[src/rtl/mem_stage.sv]
// Memory stage: load/store handshake FSM, MEM/WB pipeline register and an access watchdog.
// Optional feature macro MEM_ALIGN_CHECK_EN: odd-address accesses fault instead of issuing.
module mem_stage #(
  parameter int unsigned WAIT_LIMIT = 15
) (
  input  logic        clk,
  input  logic        rst,
  input  logic        in_valid,
  input  logic        mem_read,
  input  logic        mem_write,
  input  logic [15:0] addr,
  input  logic [15:0] wdata,
  input  logic [15:0] data_exe_in,
  input  logic [15:0] PC_Next_in,
  input  logic [15:0] extend_in,
  input  logic [1:0]  WB_sel_in,
  output logic        stall,
  output logic        dm_req,
  output logic        dm_we,
  output logic [15:0] dm_addr,
  output logic [15:0] dm_wdata,
  input  logic        dm_ready,
  input  logic [15:0] dm_rdata,
  output logic        wb_valid,
  output logic [15:0] data_mem,
  output logic [15:0] data_exe,
  output logic [15:0] PC_Next,
  output logic [15:0] extend,
  output logic [1:0]  WB_sel,
  output logic        err
);

  typedef enum logic [1:0] {
    IDLE = 2'b00,
    BUSY = 2'b01,
    ERR  = 2'b10
  } state_t;

  localparam logic [7:0] LIMIT_M1 = 8'(WAIT_LIMIT - 32'd1);

  state_t      state_r, state_next_s;
  logic [7:0]  cnt_r, cnt_next_s;
  logic        access_s, illegal_s, misalign_s;
  logic        stall_s, accept_s, wb_load_s;
  logic [15:0] addr_lat_s, data_mem_next_s;

  logic        dm_req_r, dm_we_r, wb_valid_r, err_r;
  logic [15:0] dm_addr_r, dm_wdata_r, data_mem_r, data_exe_r, pc_next_r, extend_r;
  logic [1:0]  wb_sel_r;

  assign access_s  = in_valid & (mem_read | mem_write);
  assign illegal_s = mem_read & mem_write;

`ifdef MEM_ALIGN_CHECK_EN
  assign misalign_s = addr[0];
  assign addr_lat_s = {addr[15:1], 1'b0};
`else
  assign misalign_s = 1'b0;
  assign addr_lat_s = addr;
`endif

  // Next-state, stall and MEM/WB load decisions.
  always_comb begin
    state_next_s    = state_r;
    cnt_next_s      = cnt_r;
    stall_s         = 1'b0;
    accept_s        = 1'b0;
    wb_load_s       = 1'b0;
    data_mem_next_s = 16'h0000;
    case (state_r)
      IDLE: begin
        if (access_s) begin
          stall_s = 1'b1;
          if (illegal_s | misalign_s) begin
            state_next_s = ERR;
          end else begin
            state_next_s = BUSY;
            accept_s     = 1'b1;
            cnt_next_s   = 8'd0;
          end
        end else begin
          wb_load_s = in_valid;
        end
      end
      BUSY: begin
        if (dm_ready) begin
          state_next_s    = IDLE;
          wb_load_s       = 1'b1;
          cnt_next_s      = 8'd0;
          data_mem_next_s = dm_we_r ? 16'h0000 : dm_rdata;
        end else begin
          stall_s    = 1'b1;
          cnt_next_s = cnt_r + 8'd1;
          // Watchdog: the WAIT_LIMIT-th idle BUSY cycle is the last one tolerated.
          if (cnt_r == LIMIT_M1) begin
            state_next_s = ERR;
          end else begin
            state_next_s = BUSY;
          end
        end
      end
      ERR: begin
        stall_s      = 1'b1;
        state_next_s = ERR;
      end
      default: begin
        stall_s      = 1'b1;
        state_next_s = ERR;
      end
    endcase
  end

  // State, request interface and MEM/WB pipeline registers.
  always_ff @(posedge clk) begin
    if (rst) begin
      state_r    <= IDLE;
      cnt_r      <= 8'd0;
      dm_req_r   <= 1'b0;
      dm_we_r    <= 1'b0;
      dm_addr_r  <= 16'h0000;
      dm_wdata_r <= 16'h0000;
      err_r      <= 1'b0;
      wb_valid_r <= 1'b0;
      data_mem_r <= 16'h0000;
      data_exe_r <= 16'h0000;
      pc_next_r  <= 16'h0000;
      extend_r   <= 16'h0000;
      wb_sel_r   <= 2'b00;
    end else begin
      state_r    <= state_next_s;
      cnt_r      <= cnt_next_s;
      dm_req_r   <= (state_next_s == BUSY);
      err_r      <= (state_next_s == ERR);
      wb_valid_r <= wb_load_s;
      // Request fields are captured only at accept so they stay stable through BUSY.
      if (accept_s) begin
        dm_we_r    <= mem_write;
        dm_addr_r  <= addr_lat_s;
        dm_wdata_r <= wdata;
      end else begin
        dm_we_r    <= dm_we_r;
        dm_addr_r  <= dm_addr_r;
        dm_wdata_r <= dm_wdata_r;
      end
      if (wb_load_s) begin
        data_mem_r <= data_mem_next_s;
        data_exe_r <= data_exe_in;
        pc_next_r  <= PC_Next_in;
        extend_r   <= extend_in;
        wb_sel_r   <= WB_sel_in;
      end else begin
        data_mem_r <= data_mem_r;
        data_exe_r <= data_exe_r;
        pc_next_r  <= pc_next_r;
        extend_r   <= extend_r;
        wb_sel_r   <= wb_sel_r;
      end
    end
  end

  assign stall    = stall_s;
  assign dm_req   = dm_req_r;
  assign dm_we    = dm_we_r;
  assign dm_addr  = dm_addr_r;
  assign dm_wdata = dm_wdata_r;
  assign err      = err_r;
  assign wb_valid = wb_valid_r;
  assign data_mem = data_mem_r;
  assign data_exe = data_exe_r;
  assign PC_Next  = pc_next_r;
  assign extend   = extend_r;
  assign WB_sel   = wb_sel_r;

endmodule

[config.mk]
export PLATFORM = sky130hd
export DESIGN_NAME = mem_stage
export DESIGN_NICKNAME = d
export VERILOG_FILES = /design/src/rtl/mem_stage.sv
export SDC_FILE = /design/constraint.sdc
export NUM_CORES = 1
export LEC_CHECK = 0
export BUFFER_PORTS_ARGS = -buffer_cell sky130_fd_sc_hd__buf_2
export CAP_MARGIN = 40
export CORE_ASPECT_RATIO = 1.5
export CORE_MARGIN = 10
export CORE_UTILIZATION = 33
export CTS_CLUSTER_DIAMETER = 50
export DETAILED_ROUTE_END_ITERATION = 12
export GPL_ROUTABILITY_DRIVEN = 0
export HOLD_SLACK_MARGIN = 0.03
export PLACE_DENSITY = 0.71
export SLEW_MARGIN = 40
export SYNTH_ARGS = -nofsm -noshare
export SYNTH_HDL_FRONTEND = slang
export SYNTH_SLANG_ARGS = --single-unit
[constraint.sdc]
create_clock -name clk -period 2.5 [get_ports clk]
set_clock_uncertainty 0.1 [all_clocks]
set_input_delay 0.375 -clock clk [delete_from_list [all_inputs] [get_ports clk]]
set_output_delay 0.375 -clock clk [all_outputs]
set_load 0.01 [all_outputs]
======== After elaboration in Yosys (flattened, before gate mapping) ========
Cells that the tools add are included.
word-level totals
  flip-flop bits (word level) ............. 112
  latch bits .............................. 0
  bits in writable memories ............... 0
  bits in read-only memories .............. 0
  input port bits ......................... 104
  output and inout bits ................... 103
  word-level logic and storage cells ...... 47
  memories kept ........................... 0
cells by class
  add/sub/neg operators ................... 1
  multipliers ............................. 0
  div/mod/pow operators ................... 0
  order comparisons ....................... 0
  equality and inequality tests ........... 6
  shift-type cells ........................ 0
  multiplexer cells ....................... 21
  bitwise logic cells ..................... 3
  reductions and logical operators ........ 3
operators by type and width
  operator                                                         number
  16-bit two-way mux                                               3
  8-bit two-way mux                                                3
  8-bit one-hot mux with 2 select lines                            1
  8-bit by 1-bit adder with 8-bit output, second input constant    1
  8-bit by 4-bit == test with 1-bit output, second input constant  1
  2-bit two-way mux                                                4
  1-bit two-way mux                                                7
  2-bit by 1-bit == test with 1-bit output, second input constant  2
  2-bit != test, second input constant                             2
  1-bit one-hot mux with 2 select lines                            2
  2-bit one-hot mux with 2 select lines                            1
  3-bit AND reduction                                              1
  1-bit AND                                                        2
  2-bit == test, second input constant                             1
  2-bit zero test                                                  1
  2-bit nonzero test                                               1
  1-bit bitwise OR                                                 1

======== Depth between registers and ports, before layout ========
Gate-level depths: netlist (run 1).
  depth in word-level cells ............... 5
  depth in mapped cells ................... 6
  depth with buffers taken out ............ 4

======== Least setup slack after synthesis (run 1) ========
Ideal clock, no wire load.
  path type ............................... input to register
  from .................................... input port rst
  to ...................................... register cnt_r[5]
  library setup time ...................... 80 ps
  arrival time ............................ 1616 ps
  data required time ...................... 2320 ps
  path slack .............................. 704 ps
  stages on the path ...................... 4
  path buffers ............................ 1
  cells stage by stage .................... clkbuf_1 -> or4b_1 -> or4_1 -> o211ai_1
RTL lines
  item                    line  text
  start: declaration      7     input logic rst,
  end signal: assignment  131   cnt_r <= cnt_next_s;
  end: declaration        42    logic [7:0] cnt_r, cnt_next_s;

======== Final worst setup path (run 1) ========
  from .................................... register state_r[0]
  to ...................................... register data_mem_r[7], in the netlist data_mem[7]
between the ends
  longest elaborated chain between the ends .. 2
  elaborated cells between the ends (all ways) .. 4
  classes of those cells .................. eq/ne: 1; mux: 2; reduce/logical: 1
RTL lines
  item                                                                         line  text
  start: declaration                                                           41    state_t state_r, state_next_s;
  start signal: assignment                                                     130   state_r <= state_next_s;
  2-bit by 1-bit == test with 1-bit output or 2-bit zero test (tied branches)  70    case (state_r)
  1-bit one-hot mux with 2 select lines or 16-bit two-way mux (tied branches)  70
  end signal: assignment                                                       146   data_mem_r <= data_mem_next_s;
  end signal: assignment                                                       152   data_mem_r <= data_mem_r;
  end: declaration                                                             48    logic [15:0] dm_addr_r, dm_wdata_r, data_mem_r, data_exe_r, pc_next_r, extend_r;
Several ways; a longest one is shown, not always the timed one.
A chain may end at the register's enable or synchronous reset.

==> qor.yml, run 1 <==
stdcell_count: 841
p_per_area_nw_per_um2: 664.1
fin_crit_ns: 1.934
ys_types: 40
drc_errors: 0
path_buf_inv: 0
ant_nets: 0
grt_start_max_net_pins: 73
fin_crit_sh: 0.7736
slew_viol_final: 0
placementRows: 51
cts_setup_buffers: 0
fp.dieW_um: 114.7
crit_path_end_kind: "register"
holdCritPathClass: "input port to register"
ios: 207
syn_nets: 597
crit_chain: "or4b_4 -> a21o_1 -> a32o_1"
worstPathMaxFanout: 17
cts.sinks: 112
htreeDepth: 3
num_vias: 4156
clockBufferDepth: 2
core-area_sq_um: 13080
antenna_found_initial: 0
final_util: 0.4526
p_leak_uw: 0.002656
p_total_uw: 3932
grt_pass1_vias: 4181
nFillCells: 1278
netlist_instances: 491
cp_slowest_cell: "or4b_4"
irDropWorstVdd_uv: 362.4
place_worst_setup_slack_ns: 0.4444
initial_core_util: 0.3394
tightest_slew_ns: 0.6073
wl_um: 13030
grt_pass1_wl_um: 20930
start_kind: "register"
io_buffers: 206
synthArstFlopShare: 0
grtUsageTotal: 0.1350
dp_cells: 825
drive_gt1_frac: 0.3519
synth-seq-cells: 112
yosysSeqAreaShare: 0.5051
nNetsFinal: 783
numCtsBuffers: 9
fp.dieH_um: 162.1
arrival_ns: 2.07
crit_family: "compound AO/OA/AOI/OAI gates"
hold_viol_final: 0
post_cts_resized: 0
fmax_ghz: 0.5170
cts_root_buf: "clkbuf_16"
drtIter0Drc: 224
die_area_sq_um: 18590
vias_per_cell: 4.942
clk_latency_ns: 0.34
cp.required_ns: 2.63
setup_viol_count_final: 0
avgSynthCellArea_sq_um: 9.041
ys_warn_count: 0
cap_viol_max_count: 0
critPathMaxStageDelay_ns: 0.58
drt-pass1-iter-count: 5
slew-limit-headroom: 0.5951
cts-hold-fix-buffers: 0
clk_pin_slew_ns: 0.08
cts_tree: "done"
worst-setup-path-type: "register to register"
synth_edf_count: 0
diodes: 0
status: "finished, final reports clean"
synth_ff_type: "dfxtp_1"
syn2layout_area_growth_pct: 33.37
fin_ws_ns: 0.5659
wl_per_cell_um: 15.49
setup_tns_ns: 0
rsz0062_at_grt: "false"
synthesis.area_sq_um: 4439
place_hpwl_um: 9797
grt-ovfl-total: 0
-- final cells by class --
class | count | area, sq um | area share
clock buffers | 11 | 252.7 | 0.04269
clock inverters | 5 | 46.29 | 0.007819
inverters | 12 | 46.29 | 0.007819
multi-input cells | 326 | 1991 | 0.3362
flip-flops and latches | 112 | 2242 | 0.3787
well taps | 159 | 198.9 | 0.03360
repair buffers | 216 | 1144 | 0.1932
-- power breakdown --
part	total, uW	internal, uW	switching, uW	leakage [uW]
logic	576	246	330	0.00160
clock network	1430	750	678	0.000149
registers	1930	1880	49.1	0.000911
total	3930	2870	1060	0.00266
-- flip-flops by register name, summed over array words and instances, names as in the netlist --
signal	count
data_exe	16
wb_valid	1
extend	16
cnt_r	8
WB_sel	2
dm_req	1
dm_addr	16
err	1
dm_we	1
state_r	2
data_mem	16
PC_Next	16
dm_wdata	16
-- cells in the mapped netlist, types with 2 or more instances --
cell type / instances / area share
or4_1: 3 / 0.0051
mux2i_1: 51 / 0.11
dfxtp_1: 112 / 0.51
clkbuf_1: 32 / 0.027
ha_1: 2 / 0.0056
a21oi_1: 33 / 0.037
nand2b_1: 3 / 0.0042
a32o_1: 16 / 0.036
o211ai_1: 7 / 0.012
nand2_1: 106 / 0.090
o22ai_1: 2 / 0.0028
a31oi_1: 4 / 0.0056
nand4_1: 2 / 0.0028
nand3_1: 36 / 0.041
nor2_1: 3 / 0.0025
nor3b_1: 2 / 0.0034
buf_4: 5 / 0.0085
o21ai_0: 37 / 0.042
o211a_1: 2 / 0.0045
inv_1: 12 / 0.010
buf_6: 2 / 0.0051
-- metal layers --
metal  vias up  part of all wire  wire length, um  global-route usage
li1       2082                 -                -                   -
met1      1889              0.39             5094              0.1501
met2       175              0.47             6180              0.2207
met3        10              0.12             1578             0.06563
met4         0             0.013              175             0.04176
met5         -                 0                0                   0
-- cells in the final DEF, fill, tap and decap left out, types with 3 or more instances in the layout --
master	netlist	final
clkbuf_16	0	9
buf_12	0	3
o21ai_0	37	37
buf_2	1	206
a21oi_1	33	33
o211ai_1	7	7
a31oi_1	4	4
nand2b_1	3	3
a32o_1	16	16
mux2i_1	51	51
nand2_1	106	106
or4_1	3	3
nand3_1	36	36
inv_1	12	11
nor2_1	3	3
buf_4	5	7
dfxtp_1	112	112
-- cell families (layout without fill, tap and decap cells) --
group	Yosys count	count (layout)	share of synthesized area
adders and majority gates	2	2	0.005636
and+or+nand+nor	164	164	0.1666
buffers and inverters	53	244	0.05270
muxes	51	51	0.1150
DFF	112	112	0.5051
xor gates and xnor gates	2	2	0.003947
AOI/OAI and AO/OA	107	107	0.1511
-- metrics by stage --
step           instance area (sq um)  hold slack [ns]
2_1_floorplan                   4439           0.3790
6_report                        5921           0.1385
5_1_grt                         5921           0.1248
3_5_place_dp                    5622           0.3448
3_3_place_gp                    5622           0.3374
4_1_cts                         5921           0.1197
-- path summary, 6_finish.rpt --
check | from | end | slack, ns | depth (start not counted)
hold / removal | dm_rdata[6] | data_mem[6] | 0.14 | 2
setup / recovery | state_r[0] | data_mem[7] | 0.57 | 3
hold reg to reg | PC_Next[11] | PC_Next[11] | 0.35 | 2
setup reg to reg | state_r[0] | data_mem[7] | 0.57 | 3
Note: power is estimated with default switching activity, not from simulation.
==> inputs of run 2 (changes only) <==
--- a/config.mk
+++ b/config.mk
@@ -5,6 +5,7 @@
 export SDC_FILE = /design/constraint.sdc
 export NUM_CORES = 1
 export LEC_CHECK = 0
+export ABC_AREA = 1
 export BUFFER_PORTS_ARGS = -buffer_cell sky130_fd_sc_hd__buf_2
 export CAP_MARGIN = 40
 export CORE_ASPECT_RATIO = 1.5
@@ -14,7 +15,7 @@
 export DETAILED_ROUTE_END_ITERATION = 12
 export GPL_ROUTABILITY_DRIVEN = 0
 export HOLD_SLACK_MARGIN = 0.03
-export PLACE_DENSITY = 0.71
+export PLACE_DENSITY = 0.74
 export SLEW_MARGIN = 40
 export SYNTH_ARGS = -nofsm -noshare
 export SYNTH_HDL_FRONTEND = slang
==> constraint.sdc (replaced) <==
create_clock -name clk -period 1.6 [get_ports clk]
set_clock_uncertainty 0.1 [all_clocks]
set_input_delay 0.24 -clock clk [delete_from_list [all_inputs] [get_ports clk]]
set_output_delay 0.24 -clock clk [all_outputs]
set_load 0.01 [all_outputs]
==> run 2 against run 1 <==
  * Core utilization up 4.2 points
  * Largest power group unchanged
  * Setup slack worse by 0.50 ns
  * Critical path type is now register to primary output
  * Synthesized cell count up 8.4%
  * First-iteration DRC count down 3.1%
  * Sequential share of layout area down 1.2 points
  * Highest routed layer unchanged
  * Count of clock-buffer cells in the layout unchanged
  * Combinational power up 82%
  * Critical path depth up 3
  * Flip-flop and latch count unchanged
  * Die area down 5.5%
  * Global-route usage up 1.8 points
==> qor.yml, run 2 <==
slew_viol_final: 0  # unchanged
drt-pass1-iter-count: 4  # -1
crit_path_end_kind: "primary output"
yosysSeqAreaShare: 0.5401  # +0.03501
io_buffers: 206  # unchanged
arrival_ns: 1.20  # -0.87 ns
fin_crit_ns: 1.535
holdCritPathClass: "input port to register"
grt-ovfl-total: 0  # unchanged
worstPathMaxFanout: 4  # -13
synthesis.area_sq_um: 4151  # -6.5%
initial_core_util: 0.3352  # -0.004208
synthArstFlopShare: 0  # unchanged
htreeDepth: 3  # unchanged
grtUsageTotal: 0.1531  # +0.01810
synth_edf_count: 0  # unchanged
p_per_area_nw_per_um2: 1021  # +54%
grt_pass1_wl_um: 22540  # +7.7%
multiInputGateArea_sq_um: 1699  # -15%
tightest_slew_ns: 0.3872  # -0.2201 ns
slew-limit-headroom: 0.7412  # +0.1461
fmax_ghz: 0.6514
die_area_sq_um: 17560  # -5.5%
seq_area_sq_um: 2250  # +0.33%
cts.sinks: 112  # unchanged
fp.dieH_um: 157.4  # -2.9%
syn_nets: 638  # +6.9%
path_buf_inv: 3  # +3
ys_warn_count: 0  # unchanged
syn2layout_area_growth_pct: 47.68
synth_ff_type: "dfxtp_1"
gr-usage-met3: 0.05029  # -0.01535
status: "finished, final reports clean"
worst-setup-path-type: "register to primary output"
clk_pin_slew_ns: 0.08  # about the same
busiest_layer: "met2"
start_kind: "register"
nNetsFinal: 884  # +13%
drtIter0Drc: 217  # -3.1%
core-area_sq_um: 12390  # -5.3%
cp.required_ns: 1.26  # -1.37 ns
numCtsBuffers: 9  # unchanged
mostFrequentLayoutCells: "205 x buf_2, 178 x nor2_1, 110 x dfxtp_1"
cts_root_buf: "clkbuf_16"
cp_slowest_cell: "dfxtp_4"
setup_viol_count_final: 0  # unchanged
grt_pass1_vias: 4457  # +6.6%
ios: 207  # unchanged
synth_common_cells: "178 x nor2_1, 112 x dfxtp_1, 79 x o21ai_0, 33 x nand2_1, 29 x a21oi_1"
holdWs_ns: 0.03847  # -0.1000 ns
clockBufferDepth: 2  # unchanged
crit_chain: "inv_2 -> nand2_4 -> inv_4 -> nand2_8 -> and2_4 -> buf_6"
synth-seq-cells: 112  # unchanged
vias_per_cell: 4.647  # -6.0%
gr-usage-met2: 0.2704  # +0.04966
rsz0062_at_grt: "false"
cts_tree: "done"
avgSynthCellArea_sq_um: 7.804  # -14%
synth_top_area_cell: "dfxtp_1"
drc_errors: 0  # unchanged
fp.dieW_um: 111.6  # -2.7%
grtUsageMet1: 0.1618  # +0.01167
holdPathStages: 3  # +1
placementRows: 50  # -2.0%
ys_types: 26  # -35%
worst-path-stages: 6  # +3
num_vias: 4364  # +5.0%
wl_per_cell_um: 14.88  # -3.9%
clk_latency_ns: 0.33  # about the same
p_leak_uw: 0.002991  # +13%
place_hpwl_um: 9733  # -0.65%
yosysMostFrequentCell: "nor2_1"
synth.area.top_cells: "dfxtp_1 54%, nor2_1 16%, o21ai_0 9.5%"
diodes: 0  # unchanged
irDropWorstVdd_uv: 655.6  # +81%
crit_family: "flip-flops"
critPathMaxStageDelay_ns: 0.36  # -0.22 ns
cap_viol_max_count: 0  # unchanged
fin_crit_sh: 0.9595
netlist.area_leader.share: 0.5401  # +0.03501
reg2reg_depth: 7  # +4
setup_tns_ns: 0  # unchanged
hold_viol_final: 0  # unchanged
ant_nets: 0  # unchanged
netlist_instances: 532  # +8.4%
antenna_found_initial: 0  # unchanged
wl_um: 13970  # +7.3%
drive_gt1_frac: 0.3244  # -0.02751
grt_start_max_net_pins: 52  # -29%
final_common_cell: "buf_2"
nFillCells: 1199  # -6.2%
[run 2: cell count changes in the layout (fill, tap and decap cells not counted), moves of 7 or more]
cell and change:
nor2_1 +175, mux2i_1 -51, dlygate4sd3_1 +46, nand2_1 -73
o21ai_1 +11, o211ai_1 -7, a32o_1 -16, nand3_1 -10
o21ai_0 +41
[run 2: layer usage]
metal	vias to the layer above	routed length (um)
li1	2205	-
met1	1982	5412
met2	147	7147
met3	30	980
met4	0	431
met5	-	0
[run 2: repair_timing]
action | in CTS | in global routing
hold buffers | 46 | 0
endpoints found under the hold margin | 46 | 0
endpoints found under the setup margin | 1 | 84
setup buffers | 2 | 2
gates resized for setup | 6 | 11
pin swaps | 1 | 0
[run 2: final cells by class]
type                       count  area share
inverter                      16     0.01184
timing repair buffer         266      0.2667
multi-input combinational    373      0.2771
sequential                   112      0.3669
tap                          156     0.03184
clock inverter                 5    0.007551
clock buffer                  11     0.03796
[run 2: cell families after synthesis]
group,Yosys count,share of synthesized area
buffers and inverters,47,0.05334
adders and majority gates,2,0.006027
and+or+nand+nor,249,0.2520
DFF,112,0.5401
AOI/OAI and AO/OA,122,0.1486
[run 2: report_power, final]
| group | switching [uW] | internal [uW] | leakage, uW |
|---|---|---|---|
| clock network | 1050 | 1090 | 0.000137 |
| logic | 578 | 467 | 0.00193 |
| registers | 94.8 | 2980 | 0.000918 |
[run 2: final timing paths]
path,startpoint,endpoint,slack (ns)
min reg2reg,dm_wdata[11],dm_wdata[11],0.38
min,data_exe_in[7],data_exe[7],0.04
max,state_r[1],stall,0.06
max reg2reg,state_r[1],extend[0],0.12
[run 2: worst min-delay path, stage by stage]
cell,delay (ns)
buf_2,0.07
nor2_1,0.03
nor2_1,0.09
[run 2: per-stage QoR]
step	std cells	worst slack, ns	cell area [sq um]	total power, uW	util
finish	939	0.06481	6131	6262	0.4949
global route	939	0.001904	6131	6594	0.4949
CTS	937	0.007692	6086	6317	0.4913
detailed placement	873	0.008454	5319	4069	0.4294
global placement	873	0.05777	5319	4053	0.4294
floorplan	532	0.2104	4151	3627	-
==> inputs of run 3 (changes only) <==
--- a/config.mk
+++ b/config.mk
@@ -15,6 +15,7 @@
 export DETAILED_ROUTE_END_ITERATION = 12
 export GPL_ROUTABILITY_DRIVEN = 0
 export HOLD_SLACK_MARGIN = 0.03
+export MAX_ROUTING_LAYER = met4
 export PLACE_DENSITY = 0.74
 export SLEW_MARGIN = 40
 export SYNTH_ARGS = -nofsm -noshare
==> run 3 against run 2 <==
  * Count of clock-buffer cells in the layout unchanged
  * Maximum frequency barely moved
  * Cell count stayed put
  * Cell area is essentially flat
  * Critical path depth unchanged
  * Largest power group unchanged
  * Flip-flop and latch count is the same
==> qor.yml, run 3 (synthesized netlist as in run 2, its figures left out) <==
cts_root_buf: "clkbuf_16"
cap_viol_max_count: 0  # unchanged
num_vias: 4376  # +0.27%
grt_start_max_net_pins: 52  # unchanged
fp.dieW_um: 111.6  # unchanged
reg2reg_depth: 7  # unchanged
cts_tree: "done"
fmax_ghz: 0.6518  # about the same
fin_crit_ns: 1.534  # -0.0009071 ns
initial_core_util: 0.3352  # unchanged
wl_per_cell_um: 14.86  # -0.12%
p_leak_uw: 0.002989  # about the same
vias_per_cell: 4.660  # +0.27%
drtIter0Drc: 217  # unchanged
fp.dieH_um: 157.4  # unchanged
clk_latency_ns: 0.33  # about the same
drt-pass1-iter-count: 4  # unchanged
syn2layout_area_growth_pct: 47.62  # about the same
hold_viol_final: 0  # unchanged
numCtsBuffers: 9  # unchanged
r2r_setup_slack_ns: 0.13  # about the same
power_frac_comb: 0.167  # about the same
seq_area_sq_um: 2250  # unchanged
p_per_area_nw_per_um2: 1020  # -0.11%
internal_power_uw: 4541  # about the same
worstPathMaxFanout: 4  # unchanged
core-area_sq_um: 12390  # unchanged
final_util: 0.4947  # about the same
clk_pin_slew_ns: 0.08  # about the same
irDropWorstVdd_uv: 654.0  # -0.24%
multiInputGateArea_sq_um: 1699  # unchanged
grt-ovfl-total: 0  # unchanged
slew-limit-headroom: 0.7412  # about the same
worst-setup-path-type: "register to primary output"
tightest_slew_ns: 0.3872  # +0.000004292 ns
setup_tns_ns: 0  # unchanged
htreeDepth: 3  # unchanged
drive_gt1_frac: 0.3244  # unchanged
die_area_sq_um: 17560  # unchanged
nNetsFinal: 884  # unchanged
holdCritPathClass: "input port to register"
grt_pass1_wl_um: 22560  # about the same
cts.sinks: 112  # unchanged
r2r-end: "extend[0]"
ios: 207  # unchanged
hold_path_startpoint: "data_exe_in[7]"
pwr-share-seq: 0.492  # about the same
arrival_ns: 1.19  # about the same
drc_errors: 0  # unchanged
clockBufferDepth: 2  # unchanged
wl_um: 13960  # -0.12%
io_buffers: 206  # unchanged
placementRows: 50  # unchanged
diodes: 0  # unchanged
r2r-start: "state_r[1]"
slew_viol_final: 0  # unchanged
setup_viol_count_final: 0  # unchanged
rsz0062_at_grt: "false"
nFillCells: 1200  # +0.083%
cp.required_ns: 1.26  # about the same
switchingPower_uw: 1712  # -0.52%
clockPowerShare: 0.341  # about the same
place_hpwl_um: 9733  # unchanged
fin_crit_sh: 0.9589  # about the same
status: "finished, final reports clean"
start_kind: "register"
grtUsageTotal: 0.1577  # +0.004587
swShare: 0.2737  # -0.001009
holdWs_ns: 0.03785  # -0.0006250 ns
grt_pass1_vias: 4443  # -0.31%
antenna_found_initial: 0  # unchanged
min_to: "data_exe[7]"
crit_path_end_kind: "primary output"
final_common_cell: "buf_2"
mostFrequentLayoutCells: "205 x buf_2, 178 x nor2_1, 110 x dfxtp_1"
holdPathStages: 3  # unchanged
ant_nets: 0  # unchanged
==> run 3: how the worst max path moves through the flow <==
stage	startpoint	end	slack (ns)	cells past startpoint
floorplan	state_r[1]	stall	0.21	6
global placement	state_r[1]	extend[5]	0.06	8
detailed placement	state_r[0]	dm_wdata[7]	0.008	5
CTS	state_r[1]	stall	0.008	6
global route	state_r[1]	stall	0.003	6
finish	state_r[1]	stall	0.07	6
==> run 3: metal layers <==
layer  vias to the layer above  wire length, um  track usage
met5                         -                0            -
met4                         0              413      0.06753
met3                        29              860      0.04000
met2                       159             7228       0.2743
met1                      1984             5453       0.1665
li1                       2204                -            -
==> run 3: metrics by stage <==
step                setup slack (ns)  instances  power [uW]  cell area, sq um
detailed placement          0.008454        873        4069              5319
global route                0.002561        939        6595              6128
floorplan                     0.2104        532        3627              4151
finish                       0.06572        939        6253              6128
global placement             0.05777        873        4053              5319
CTS                         0.007692        937        6317              6086
==> run 3: final cells by class <==
type                            instances  area share
Multi-Input combinational cell        373      0.2773
Tap cell                              156     0.03185
Sequential cell                       112      0.3671
Timing Repair Buffer                  266      0.2668
Clock buffer                           11     0.03797
Clock inverter                          5    0.007554
Inverter                               16     0.01143
==> run 3: worst max-delay path, stage by stage, from the launching register on <==
cell,delay (ns)
dfxtp_4,0.36
inv_2,0.06
nand2_4,0.05
inv_4,0.07
nand2_8,0.05
and2_4,0.15
buf_6,0.12
==> run 3: what timing repair did <==
action                                  CTS  global route
resized for setup                         6            10
hold buffers                             46             0
pin swaps                                 1             0
endpoints found under the hold margin    46             0
buffers inserted                          2             2
endpoints found under the setup margin    1            82
==> run 3: power groups by stage <==
stage	logic, uW	registers [uW]	clock network, uW
2_1_floorplan	398	3230	0
3_5_place_dp	935	3130	0
4_1_cts	1030	3070	2210
3_3_place_gp	924	3130	0
6_report	1040	3070	2130
5_1_grt	1170	3100	2320
